### config.mk
export PLATFORM = sky130hd
export DESIGN_NAME = ahb_burst_master
export DESIGN_NICKNAME = d
export VERILOG_FILES = /design/src/rtl/ahb_pkg.sv /design/src/rtl/ahb_burst_planner.sv /design/src/rtl/ahb_burst_master.sv
export SDC_FILE = /design/constraint.sdc
export NUM_CORES = 1
export LEC_CHECK = 0
export CAP_MARGIN = 20
export CELL_PAD_IN_SITES_DETAIL_PLACEMENT = 2
export CELL_PAD_IN_SITES_GLOBAL_PLACEMENT = 2
export CORE_ASPECT_RATIO = 2
export CORE_MARGIN = 2
export CORE_UTILIZATION = 37
export DETAILED_ROUTE_END_ITERATION = 8
export DONT_BUFFER_PORTS = 1
export PLACE_DENSITY = 0.85
export SLEW_MARGIN = 20
export SYNTH_ARGS = -nofsm -noshare
export SYNTH_HDL_FRONTEND = slang
export SYNTH_SLANG_ARGS = --single-unit
### constraint.sdc
create_clock -name HCLK -period 4.7 [get_ports HCLK]
set_input_delay 0.47 -clock HCLK [delete_from_list [all_inputs] [get_ports HCLK]]
set_output_delay 0.47 -clock HCLK [all_outputs]
set_load 0.005 [all_outputs]
### src/rtl/ahb_pkg.sv
// Shared AHB (AMBA 2) encodings, fixed control values and the burst-master FSM states.
package ahb_pkg;

  typedef enum logic [1:0] {
    HT_IDLE   = 2'b00,
    HT_BUSY   = 2'b01,
    HT_NONSEQ = 2'b10,
    HT_SEQ    = 2'b11
  } htrans_t;

  typedef enum logic [1:0] {
    HR_OKAY  = 2'b00,
    HR_ERROR = 2'b01,
    HR_RETRY = 2'b10,
    HR_SPLIT = 2'b11
  } hresp_t;

  typedef enum logic [2:0] {
    HB_SINGLE = 3'b000,
    HB_INCR   = 3'b001,
    HB_WRAP4  = 3'b010,
    HB_INCR4  = 3'b011,
    HB_WRAP8  = 3'b100,
    HB_INCR8  = 3'b101,
    HB_WRAP16 = 3'b110,
    HB_INCR16 = 3'b111
  } hburst_t;

  localparam logic [2:0] HSIZE_WORD    = 3'b010;
  localparam logic [3:0] HPROT_DEFAULT = 4'b0011;

  typedef enum logic [2:0] {
    ST_IDLE,
    ST_REQ,
    ST_ADDR,
    ST_DATA_LAST,
    ST_RESP2
  } fsm_state_t;

endpackage

### src/rtl/ahb_burst_planner.sv
// Chooses HBURST for a segment about to start with NONSEQ and reports whether the
// remaining beats would run past the next BOUNDARY-aligned address.
module ahb_burst_planner
  import ahb_pkg::*;
#(
  parameter int MAX_LEN  = 16,
  parameter int BOUNDARY = 1024
) (
  input  logic [$clog2(MAX_LEN):0] rem_beats,
  input  logic [31:0]              addr,
  input  logic                     first_seg,
  output hburst_t                  hburst,
  output logic                     crosses
);

  localparam int LW = $clog2(MAX_LEN) + 1;
  localparam logic [31:0] BOUND_MASK = 32'(BOUNDARY - 1);
  localparam logic [31:0] BOUND_U    = 32'(BOUNDARY);

  logic [31:0] span_end;

  // Fixed-length bursts only for an untouched first segment that stays inside one boundary window.
  always_comb begin
    span_end = (addr & BOUND_MASK) + (32'(rem_beats) << 2);
    crosses  = (span_end > BOUND_U);
    hburst   = HB_INCR;
    if (rem_beats == LW'(1)) begin
      hburst = HB_SINGLE;
    end else if (first_seg && !crosses) begin
      case (rem_beats)
        LW'(4):  hburst = HB_INCR4;
        LW'(8):  hburst = HB_INCR8;
        LW'(16): hburst = HB_INCR16;
        default: hburst = HB_INCR;
      endcase
    end
  end

endmodule

### src/rtl/ahb_burst_master.sv
// AHB burst master: turns one command into pipelined incrementing bursts, coping with
// wait states, grant loss, boundary splits and two-cycle RETRY/SPLIT/ERROR responses.
module ahb_burst_master
  import ahb_pkg::*;
#(
  parameter int MAX_LEN  = 16,
  parameter int BOUNDARY = 1024
) (
  input  logic                       HCLK,
  input  logic                       HRESETn,
  input  logic                       cmd_valid,
  output logic                       cmd_ready,
  input  logic                       cmd_write,
  input  logic [31:0]                cmd_addr,
  input  logic [$clog2(MAX_LEN):0]   cmd_len,
  input  logic                       cmd_lock,
  output logic [$clog2(MAX_LEN)-1:0] wr_beat,
  input  logic [31:0]                wr_data,
  output logic                       rd_valid,
  output logic [31:0]                rd_data,
  output logic [$clog2(MAX_LEN)-1:0] rd_beat,
  output logic                       done,
  output logic                       err,
  output logic                       HBUSREQ,
  output logic                       HLOCK,
  input  logic                       HGRANT,
  input  logic                       HREADY,
  input  logic [1:0]                 HRESP,
  input  logic [31:0]                HRDATA,
  output logic [31:0]                HADDR,
  output logic [1:0]                 HTRANS,
  output logic                       HWRITE,
  output logic [2:0]                 HSIZE,
  output logic [2:0]                 HBURST,
  output logic [3:0]                 HPROT,
  output logic [31:0]                HWDATA
);

  localparam int LW = $clog2(MAX_LEN) + 1;
  localparam int IW = $clog2(MAX_LEN);
  localparam logic [31:0] BOUND_MASK = 32'(BOUNDARY - 1);

  // Command context
  fsm_state_t    state_q, state_d;
  logic [31:0]   base_q, base_d;
  logic [LW-1:0] len_q, len_d;
  logic          write_q, write_d;
  logic          lock_q, lock_d;
  logic          first_seg_q, first_seg_d;
  // Address-phase beat index: beat on HADDR in ADDR, next beat to issue in REQ
  logic [IW-1:0] a_idx_q, a_idx_d;
  // Data-phase tracking
  logic          d_vld_q, d_vld_d;
  logic [IW-1:0] d_idx_q, d_idx_d;
  logic          d_write_q, d_write_d;
  logic          resp_err_q, resp_err_d;
  // Registered bus and user outputs
  logic          hbusreq_q, hbusreq_d;
  logic          hlock_q, hlock_d;
  htrans_t       htrans_q, htrans_d;
  logic [31:0]   haddr_q, haddr_d;
  logic          hwrite_q, hwrite_d;
  hburst_t       hburst_q, hburst_d;
  logic          cmd_ready_q, cmd_ready_d;
  logic          rd_valid_q, rd_valid_d;
  logic [31:0]   rd_data_q, rd_data_d;
  logic [IW-1:0] rd_beat_q, rd_beat_d;
  logic          done_q, done_d;
  logic          err_q, err_d;

  hresp_t        resp_in;
  logic          resp_first;
  logic          beat_ok;
  logic          a_last;
  logic [31:0]   plan_addr;
  logic [LW-1:0] plan_rem;
  hburst_t       plan_burst;
  logic          plan_cross;

  assign resp_in = hresp_t'(HRESP);
  // First cycle of a two-cycle response: slave holds HREADY low with a non-OKAY code.
  assign resp_first = d_vld_q && !HREADY && (resp_in != HR_OKAY) && (state_q != ST_RESP2);
  assign beat_ok    = d_vld_q && HREADY && (resp_in == HR_OKAY) && (state_q != ST_RESP2);
  assign a_last     = (LW'(a_idx_q) == (len_q - LW'(1)));

  // In ADDR the planner looks at the beat that would follow the one on the bus;
  // in REQ it looks at the beat that the next NONSEQ will carry.
  assign plan_addr = (state_q == ST_ADDR) ? (haddr_q + 32'd4)
                                          : (base_q + (32'(a_idx_q) << 2));
  assign plan_rem  = (state_q == ST_ADDR) ? (len_q - LW'(a_idx_q) - LW'(1))
                                          : (len_q - LW'(a_idx_q));

  ahb_burst_planner #(
    .MAX_LEN  (MAX_LEN),
    .BOUNDARY (BOUNDARY)
  ) u_planner (
    .rem_beats (plan_rem),
    .addr      (plan_addr),
    .first_seg (first_seg_q),
    .hburst    (plan_burst),
    .crosses   (plan_cross)
  );

  // Next-state and next-output computation for the whole engine.
  always_comb begin
    state_d     = state_q;
    base_d      = base_q;
    len_d       = len_q;
    write_d     = write_q;
    lock_d      = lock_q;
    first_seg_d = first_seg_q;
    a_idx_d     = a_idx_q;
    d_vld_d     = d_vld_q;
    d_idx_d     = d_idx_q;
    d_write_d   = d_write_q;
    resp_err_d  = resp_err_q;
    hbusreq_d   = hbusreq_q;
    hlock_d     = hlock_q;
    htrans_d    = htrans_q;
    haddr_d     = haddr_q;
    hwrite_d    = hwrite_q;
    hburst_d    = hburst_q;
    cmd_ready_d = cmd_ready_q;
    rd_valid_d  = 1'b0;
    rd_data_d   = rd_data_q;
    rd_beat_d   = rd_beat_q;
    done_d      = 1'b0;
    err_d       = 1'b0;

    // A data beat retiring OKAY frees the data phase; reads are reported next cycle.
    if (beat_ok) begin
      d_vld_d = 1'b0;
      if (!d_write_q) begin
        rd_valid_d = 1'b1;
        rd_data_d  = HRDATA;
        rd_beat_d  = d_idx_q;
      end
    end

    case (state_q)
      ST_IDLE: begin
        if (cmd_valid) begin
          base_d      = cmd_addr & ~32'h3;
          len_d       = (cmd_len == '0) ? LW'(1) : cmd_len;
          write_d     = cmd_write;
          lock_d      = cmd_lock;
          first_seg_d = 1'b1;
          a_idx_d     = '0;
          hbusreq_d   = 1'b1;
          hlock_d     = cmd_lock;
          cmd_ready_d = 1'b0;
          state_d     = ST_REQ;
        end
      end

      ST_REQ: begin
        if (resp_first) begin
          htrans_d   = HT_IDLE;
          resp_err_d = (resp_in == HR_ERROR);
          state_d    = ST_RESP2;
        end else if (HREADY && HGRANT) begin
          htrans_d    = HT_NONSEQ;
          haddr_d     = plan_addr;
          hwrite_d    = write_q;
          hburst_d    = plan_burst;
          first_seg_d = 1'b0;
          state_d     = ST_ADDR;
        end
      end

      ST_ADDR: begin
        if (resp_first) begin
          htrans_d   = HT_IDLE;
          resp_err_d = (resp_in == HR_ERROR);
          state_d    = ST_RESP2;
        end else if (HREADY) begin
          d_vld_d   = 1'b1;
          d_idx_d   = a_idx_q;
          d_write_d = write_q;
          if (a_last) begin
            htrans_d  = HT_IDLE;
            hbusreq_d = 1'b0;
            hlock_d   = 1'b0;
            state_d   = ST_DATA_LAST;
          end else begin
            a_idx_d = a_idx_q + IW'(1);
            if (!HGRANT) begin
              htrans_d = HT_IDLE;
              state_d  = ST_REQ;
            end else if ((plan_addr & BOUND_MASK) == 32'd0) begin
              htrans_d = HT_NONSEQ;
              haddr_d  = plan_addr;
              hburst_d = plan_burst;
            end else begin
              htrans_d = HT_SEQ;
              haddr_d  = plan_addr;
            end
          end
        end
      end

      ST_DATA_LAST: begin
        if (resp_first) begin
          htrans_d   = HT_IDLE;
          resp_err_d = (resp_in == HR_ERROR);
          state_d    = ST_RESP2;
        end else if (beat_ok) begin
          done_d      = 1'b1;
          cmd_ready_d = 1'b1;
          state_d     = ST_IDLE;
        end
      end

      ST_RESP2: begin
        // Second response cycle: the failed beat and any pipelined beat are dropped.
        if (HREADY) begin
          d_vld_d  = 1'b0;
          htrans_d = HT_IDLE;
          if (resp_err_q) begin
            hbusreq_d   = 1'b0;
            hlock_d     = 1'b0;
            err_d       = 1'b1;
            cmd_ready_d = 1'b1;
            state_d     = ST_IDLE;
          end else begin
            a_idx_d   = d_idx_q;
            hbusreq_d = 1'b1;
            hlock_d   = lock_q;
            state_d   = ST_REQ;
          end
        end
      end

      default: state_d = ST_IDLE;
    endcase
  end

  // State and output registers; reset forces the idle bus image immediately.
  always_ff @(posedge HCLK or negedge HRESETn) begin
    if (!HRESETn) begin
      state_q     <= ST_IDLE;
      base_q      <= '0;
      len_q       <= '0;
      write_q     <= 1'b0;
      lock_q      <= 1'b0;
      first_seg_q <= 1'b0;
      a_idx_q     <= '0;
      d_vld_q     <= 1'b0;
      d_idx_q     <= '0;
      d_write_q   <= 1'b0;
      resp_err_q  <= 1'b0;
      hbusreq_q   <= 1'b0;
      hlock_q     <= 1'b0;
      htrans_q    <= HT_IDLE;
      haddr_q     <= '0;
      hwrite_q    <= 1'b0;
      hburst_q    <= HB_SINGLE;
      cmd_ready_q <= 1'b1;
      rd_valid_q  <= 1'b0;
      rd_data_q   <= '0;
      rd_beat_q   <= '0;
      done_q      <= 1'b0;
      err_q       <= 1'b0;
    end else begin
      state_q     <= state_d;
      base_q      <= base_d;
      len_q       <= len_d;
      write_q     <= write_d;
      lock_q      <= lock_d;
      first_seg_q <= first_seg_d;
      a_idx_q     <= a_idx_d;
      d_vld_q     <= d_vld_d;
      d_idx_q     <= d_idx_d;
      d_write_q   <= d_write_d;
      resp_err_q  <= resp_err_d;
      hbusreq_q   <= hbusreq_d;
      hlock_q     <= hlock_d;
      htrans_q    <= htrans_d;
      haddr_q     <= haddr_d;
      hwrite_q    <= hwrite_d;
      hburst_q    <= hburst_d;
      cmd_ready_q <= cmd_ready_d;
      rd_valid_q  <= rd_valid_d;
      rd_data_q   <= rd_data_d;
      rd_beat_q   <= rd_beat_d;
      done_q      <= done_d;
      err_q       <= err_d;
    end
  end

  // A segment that would run past a boundary must never carry a fixed-length burst code.
  assert property (@(posedge HCLK) disable iff (!HRESETn)
                   plan_cross |-> (plan_burst == HB_INCR || plan_burst == HB_SINGLE));

  // The pipelined address beat is withdrawn as soon as a two-cycle response starts.
  assign HTRANS    = resp_first ? HT_IDLE : htrans_q;
  assign HADDR     = haddr_q;
  assign HWRITE    = hwrite_q;
  assign HBURST    = hburst_q;
  assign HSIZE     = HSIZE_WORD;
  assign HPROT     = HPROT_DEFAULT;
  assign HWDATA    = (d_vld_q && d_write_q) ? wr_data : 32'd0;
  assign HBUSREQ   = hbusreq_q;
  assign HLOCK     = hlock_q;
  assign cmd_ready = cmd_ready_q;
  assign wr_beat   = d_idx_q;
  assign rd_valid  = rd_valid_q;
  assign rd_data   = rd_data_q;
  assign rd_beat   = rd_beat_q;
  assign done      = done_q;
  assign err       = err_q;

endmodule

[After elaboration in Yosys (flattened, before gate mapping)]
Index checks and enable logic that the tools add are counted.
Widths: inputs -> output; s select.
Word-level totals
  bits in registers: 132
  input bits: 110
  output and inout port bits: 123
  word-level logic and storage cells: 181
Cells by class
  add/sub/neg operators: 7
  magnitude comparators: 1
  eq/ne operators: 29
  mux-type cells: 84
  bitwise logic cells: 2
  reduce and logical (&&, ||, !) cells: 35
Operators with widths (number)
  $mux 32: 8
  $pmux 32 s2: 1
  $mux 3: 19
  $add 32x3->32 const B: 1
  $add 32x6->32: 1
  $gt 32x11->1 const B: 1
  $logic_not 32->1: 1
  $mux 1: 30
  $ne 2x2->1 const B: 13
  $mux 4: 6
  $reduce_and 6->1: 3
  $mux 2: 8
  $pmux 3 s5: 1
  $reduce_and 7->1: 2
  $ne 3x3->1 const B: 4
  $pmux 4 s3: 1
  $add 10x7->11: 1
  $mux 5: 2
  $sub 5x1->5 const B: 2
  $logic_and 1x1->1: 9
  $pmux 1 s3: 3
  $pmux 3 s3: 1
  $pmux 2 s4: 1
  $reduce_and 4->1: 2
  other kinds (27): 37

[Longest topological paths before layout]
Gate-level depths: netlist of run 1.
  depth after elaboration: 15
  gate-level depth with buffers: 17
  gate-level depth less buffers: 17

[Hierarchy]
From an unflattened synthesis of run 1, not the netlist that was laid out.
Second synthesis, totals
  cell total of the unflattened synthesis: 791
  area, all modules: 7825.0 um^2
Modules (own cells, without submodules)
  ahb_burst_master: instances 1, cells an instance 756, area an instance 7528.5 um^2
  ahb_burst_planner: instances 1, cells an instance 35, area an instance 296.5 um^2

[Worst setup path before layout of run 1]
OpenSTA, ideal clock, no wires.
  path kind: reg-to-reg
  start point: register state_q[1]
  end point: register hburst_q[1], in the netlist HBURST[1]
  library setup time: 0.125 ns
  arrival: 3.329 ns
  data required time: 4.575 ns
  slack: 1.246 ns
  cell stages (with the launch flop): 17
  path buffers: 4
  cell sequence: dfrtp_1 > buf_6 > or3b_4 > buf_6 > clkbuf_1 > clkbuf_1 > o21ai_0 > ha_1 > inv_1 > fa_1 > nand2b_1 > a21oi_1 > xnor2_1 > a41oi_1 > nand4_1 > and4b_1 > mux2_2
Between the ends
  longest elaborated chain between the ends: 14
  elaborated cells between the ends (all ways): 35
  those cells by class: 1 x add/sub; 1 x order compare; 14 x eq/ne; 13 x mux; 6 x reduce/logical
RTL lines
  start, declared: RTL line ahb_burst_master.sv:44  | fsm_state_t state_q, state_d;
  start signal, assigned: RTL line ahb_burst_master.sv:265  | state_q <= state_d;
  $eq 3x2->1: RTL line ahb_burst_master.sv:88, ahb_burst_master.sv:90, ahb_burst_master.sv:140
  $mux 32 / $mux 5 (equally long branches): RTL line ahb_burst_master.sv:88, ahb_burst_master.sv:90
  $add 10x7->11: RTL line ahb_burst_planner.sv:24  | span_end = (addr & BOUND_MASK) + (32'(rem_beats) << 2);
  $gt 32x11->1: RTL line ahb_burst_planner.sv:25  | crosses = (span_end > BOUND_U);
  $logic_not 1->1: RTL line ahb_burst_planner.sv:29  | end else if (first_seg && !crosses) begin
  $logic_and 1x1->1: RTL line ahb_burst_planner.sv:29
  $mux 3: RTL line ahb_burst_planner.sv:29
  $mux 3: RTL line ahb_burst_planner.sv:27  | if (rem_beats == LW'(1)) begin
  $mux 3: RTL line ahb_burst_master.sv:190  | end else if ((plan_addr & BOUND_MASK) == 32'd0) begin
  $mux 3: RTL line ahb_burst_master.sv:187  | if (!HGRANT) begin
  $mux 3: RTL line ahb_burst_master.sv:180  | if (a_last) begin
  $mux 3: RTL line ahb_burst_master.sv:176  | end else if (HREADY) begin
  $mux 3: RTL line ahb_burst_master.sv:172  | if (resp_first) begin
  $pmux 3 s2: RTL line ahb_burst_master.sv:140  | case (state_q)
  end signal, assigned: RTL line ahb_burst_master.sv:281  | hburst_q <= hburst_d;
  end, declared: RTL line ahb_burst_master.sv:63  | hburst_t hburst_q, hburst_d;
Parallel ways exist; a longest one is shown, timed or not. The select of a mux whose other input is x is not followed.
A chain may end at the register's enable or synchronous reset.

[Worst setup path after layout of run 1]
  start point: register a_idx_q[0]
  end point: register hburst_q[1], in the netlist HBURST[1]
Between the ends
  longest elaborated chain between the ends: 15
  elaborated cells between the ends (all ways): 29
  those cells by class: 4 x add/sub; 1 x order compare; 7 x eq/ne; 13 x mux; 4 x reduce/logical
RTL lines
  start, declared: RTL line ahb_burst_master.sv:51  | logic [IW-1:0] a_idx_q, a_idx_d;
  start signal, assigned: RTL line ahb_burst_master.sv:271  | a_idx_q <= a_idx_d;
  $sub 5x4->5: RTL line ahb_burst_master.sv:90, ahb_burst_master.sv:91
  $sub 5x1->5: RTL line ahb_burst_master.sv:90  | assign plan_rem = (state_q == ST_ADDR) ? (len_q - LW'(a_idx_q) - LW'(1))
  $mux 5: RTL line ahb_burst_master.sv:90
  $add 10x7->11: RTL line ahb_burst_planner.sv:24
  $gt 32x11->1: RTL line ahb_burst_planner.sv:25
  $logic_not 1->1: RTL line ahb_burst_planner.sv:29
  $logic_and 1x1->1: RTL line ahb_burst_planner.sv:29
  $mux 3: RTL line ahb_burst_planner.sv:29
  $mux 3: RTL line ahb_burst_planner.sv:27
  $mux 3: RTL line ahb_burst_master.sv:190
  $mux 3: RTL line ahb_burst_master.sv:187
  $mux 3: RTL line ahb_burst_master.sv:180
  $mux 3: RTL line ahb_burst_master.sv:176
  $mux 3: RTL line ahb_burst_master.sv:172
  $pmux 3 s2: RTL line ahb_burst_master.sv:140
Parallel ways exist; a longest one is shown, timed or not. The select of a mux whose other input is x is not followed.

==> results of run 1 <==
## timing repair
item                                    in CTS  in global routing
endpoints found under the hold margin      132                  0
resized for setup                            0                  0
endpoints found under the setup margin       0                  0
hold buffers                                 1                  0
## per-layer routing
metal  GRT usage  up-vias
li1            -     2971
met1       0.246     3301
met2       0.466      176
met3      0.0650       48
met4      0.0994        0
met5           0        -
## cell usage after synthesis, types with 4 or more instances
| cell type | instances | area, um^2 |
|---|---|---|
| nor2_1 | 50 | 188 |
| and2_1 | 7 | 43.8 |
| nand3b_1 | 4 | 30.0 |
| and4_1 | 6 | 52.6 |
| a21oi_1 | 58 | 290 |
| nand2_1 | 189 | 709 |
| xor2_1 | 10 | 87.6 |
| and3_1 | 41 | 257 |
| o22ai_1 | 5 | 31.3 |
| nor3_1 | 12 | 60.1 |
| inv_1 | 18 | 67.6 |
| a211oi_1 | 5 | 37.5 |
| o21ai_0 | 49 | 245 |
| or3_1 | 7 | 43.8 |
| dfrtp_1 | 131 | 3280 |
| nand4_1 | 17 | 106 |
| nand3_1 | 29 | 145 |
| clkbuf_1 | 29 | 109 |
| a31oi_1 | 9 | 56.3 |
| xnor2_1 | 25 | 219 |
| mux2_2 | 40 | 450 |
| nor4_1 | 5 | 31.3 |
| buf_2 | 10 | 50.1 |
| nand2b_1 | 12 | 75.1 |
| buf_4 | 8 | 60.1 |
| ha_1 | 17 | 213 |
## flip-flops by register name, indices dropped and copies added, names as in the netlist, 2 cells and up
register and count:
HBURST 3, len_q 5, rd_data 32, HADDR 32, rd_beat 4, htrans_q 2
wr_beat 4, a_idx_q 4, state_q 3, base_q 30
## path summary, 6_finish.rpt
check	endpoint	start
worst max-delay path	HBURST[1]	a_idx_q[0]
worst min-delay path	base_q[15]	HRESETn
worst max register to register	HBURST[1]	a_idx_q[0]
worst min register to register	htrans_q[0]	htrans_q[0]
max in group asynchronous	wr_beat[3]	HRESETn
min in group HCLK	resp_err_q	HRESP[1]
## final cells by class
class                   instances  area, um^2
fillers                      2262       11900
multi-input cells             668        4060
flip-flops and latches        132        3300
clock buffers                  17         425
well taps                     266         333
clock inverters                15         140
repair buffers                  9        87.6
inverters                      19        72.6
## cells by family after synthesis
group           count (synthesis)  synth area share
mux                            41            0.0601
flops                         132             0.431
other cells                     2          0.000980
xor+xnor                       39            0.0516
simple gates                  397             0.248
buf+inv                        70            0.0429
compound gates                164             0.129
fa+ha+maj                      20            0.0356
## per-stage QoR
stage	worst slack, ps	instances	hold WS (ps)	total power [W]	cell area, um^2
4_1_cts	600	1126	26.0	0.00656	8430
6_report	589	1126	-34.6	0.00649	8430
3_3_place_gp	845	1093	180	0.00490	7830
2_1_floorplan	1250	870	174	0.00426	7680
3_5_place_dp	757	1093	181	0.00512	7830
5_1_grt	379	1126	25.1	0.00697	8430
## power groups by stage
stage / clock, W / combinational (W) / sequential [W]
4_1_cts: 0.00132 / 0.00282 / 0.00242
3_3_place_gp: 0 / 0.00252 / 0.00238
3_5_place_dp: 0 / 0.00270 / 0.00242
2_1_floorplan: 0 / 0.00220 / 0.00207
5_1_grt: 0.00136 / 0.00311 / 0.00249
6_report: 0.00129 / 0.00280 / 0.00240
==> qor.txt, run 1 <==
Sink Count: 132
metal3 WL: 1150 um
combinational group share of total power: 0.432
Tmin final: 4110 ps
cell family with most CP delay: adder cells
clock share of power: 0.199
Critical Path AT: 4440 ps
# rows: 74
YS warnings: 0
root buffer cell: clkbuf_16
Slew headroom: 0.402
CP peak stage delay: 510 ps
aggregate global-route resource usage: 0.245
fin nets: 977
Hold Crit Class: input port to asynchronous set/reset pin
crit end category: register
CP max FO: 7
Worst path slowest cell: fa_1
Synth cell types: 75
R2R depth: 15
die span in x: 106 um
synthesized flop and latch total: 132
via count: 6496
Post-synth EDFFs: 0
first-pass GRT wire length: 41400 um
drt pass-1 iters: 4
crit-path cells: ha_1 > inv_1 > fa_1 > inv_1 > ha_1 > a21oi_1 > inv_1 > fa_1 > nand2b_1 > a21oi_1 > xnor2_1 > a41oi_1 > nand4_1 > and4b_1 > mux2_2
Post-DRT Antenna Nets: 0
CP Data Required Time: 5030 ps
violated checks: negative hold slack
Reg power frac: 0.370
Period Utilization, post-route: 0.875
commonest non-fill, non-tap cell in the layout: nand2_1
Wirelength per Cell: 23.1 um
Slew @ Worst Pin: 894 ps
Avg Vias per Cell: 5.77
post-synthesis sequential area ratio: 0.431
Setup violations, final: 0
vias in the first global route: 7352
core area: 20400 um^2
layout cell share with drive strength beyond 1: 0.116
RSZ-0062 raised after global routing: no
routed wl met2: 14800 um
Switching Share: 0.450
Final Hold Viols: 13
Reg clk slew, reported paths: 70 ps
clk buf depth: 2
P&R area growth vs syn: 9.96%
port bufs: 0
IO Pins: 233
Initial Util: 0.376
Chip Height: 208 um
setup_tns: 0 ps
largest net degree at the start of global routing: 133
critical path launch point type: register
DRC: 0
Syn Inst Count: 865
Hold WS: -34.6 ps
antenna violations before repair: 0
grt ovf: 0
WP depth: 15
Clock Skew: 9.43 ps
commonest cells after routing, fill and taps aside: nand2_1 (189), dfrtp_1 (131), a21oi_1 (58)
peak supply drop: 387 uV
CTS Buf Count: 17
leakage: 3.69 nW
Worst R2R Setup Slack: 590 ps
clk_lat worst skew: 450 ps
die area: 21900 um^2
Post-Synthesis Cell Area: 7660 um^2
status: finished with violations
H-Tree Depth: 4
Placer Congestion: 0.826
syn_area_per_cell: 8.86 um^2
top_reg_cell synth: dfrtp_1
TritonCTS clock tree: yes
Antenna Cells: 0
Worst path most repeated cell: inv_1
Post-Route WL: 26000 um
Bufs and invs on worst path: 3
Power Density: 771 nW/um^2
M1 wire length: 9130 um
Max Fclk: 243 MHz
fraction of registers with async set/reset: 1.00
top sig layer: met4
# Post-CTS Setup Buffers: 0
Power Internal: 0.00357 W
initial DRC count: 256
Slew Limit Fails: 0
max-cap violations: 0
crit path kind: register to register
fin util: 0.414
P_sw: 0.00292 W
HPWL Detailed: 18700 um
No activity file was read; power rests on OpenSTA's default activity.
==> run 2, diff against run 1 <==
CTS_CLUSTER_SIZE = 16   (was not set)
==> results of run 2 <==
Final layout, timing and power as in run 1 (identical DEF).
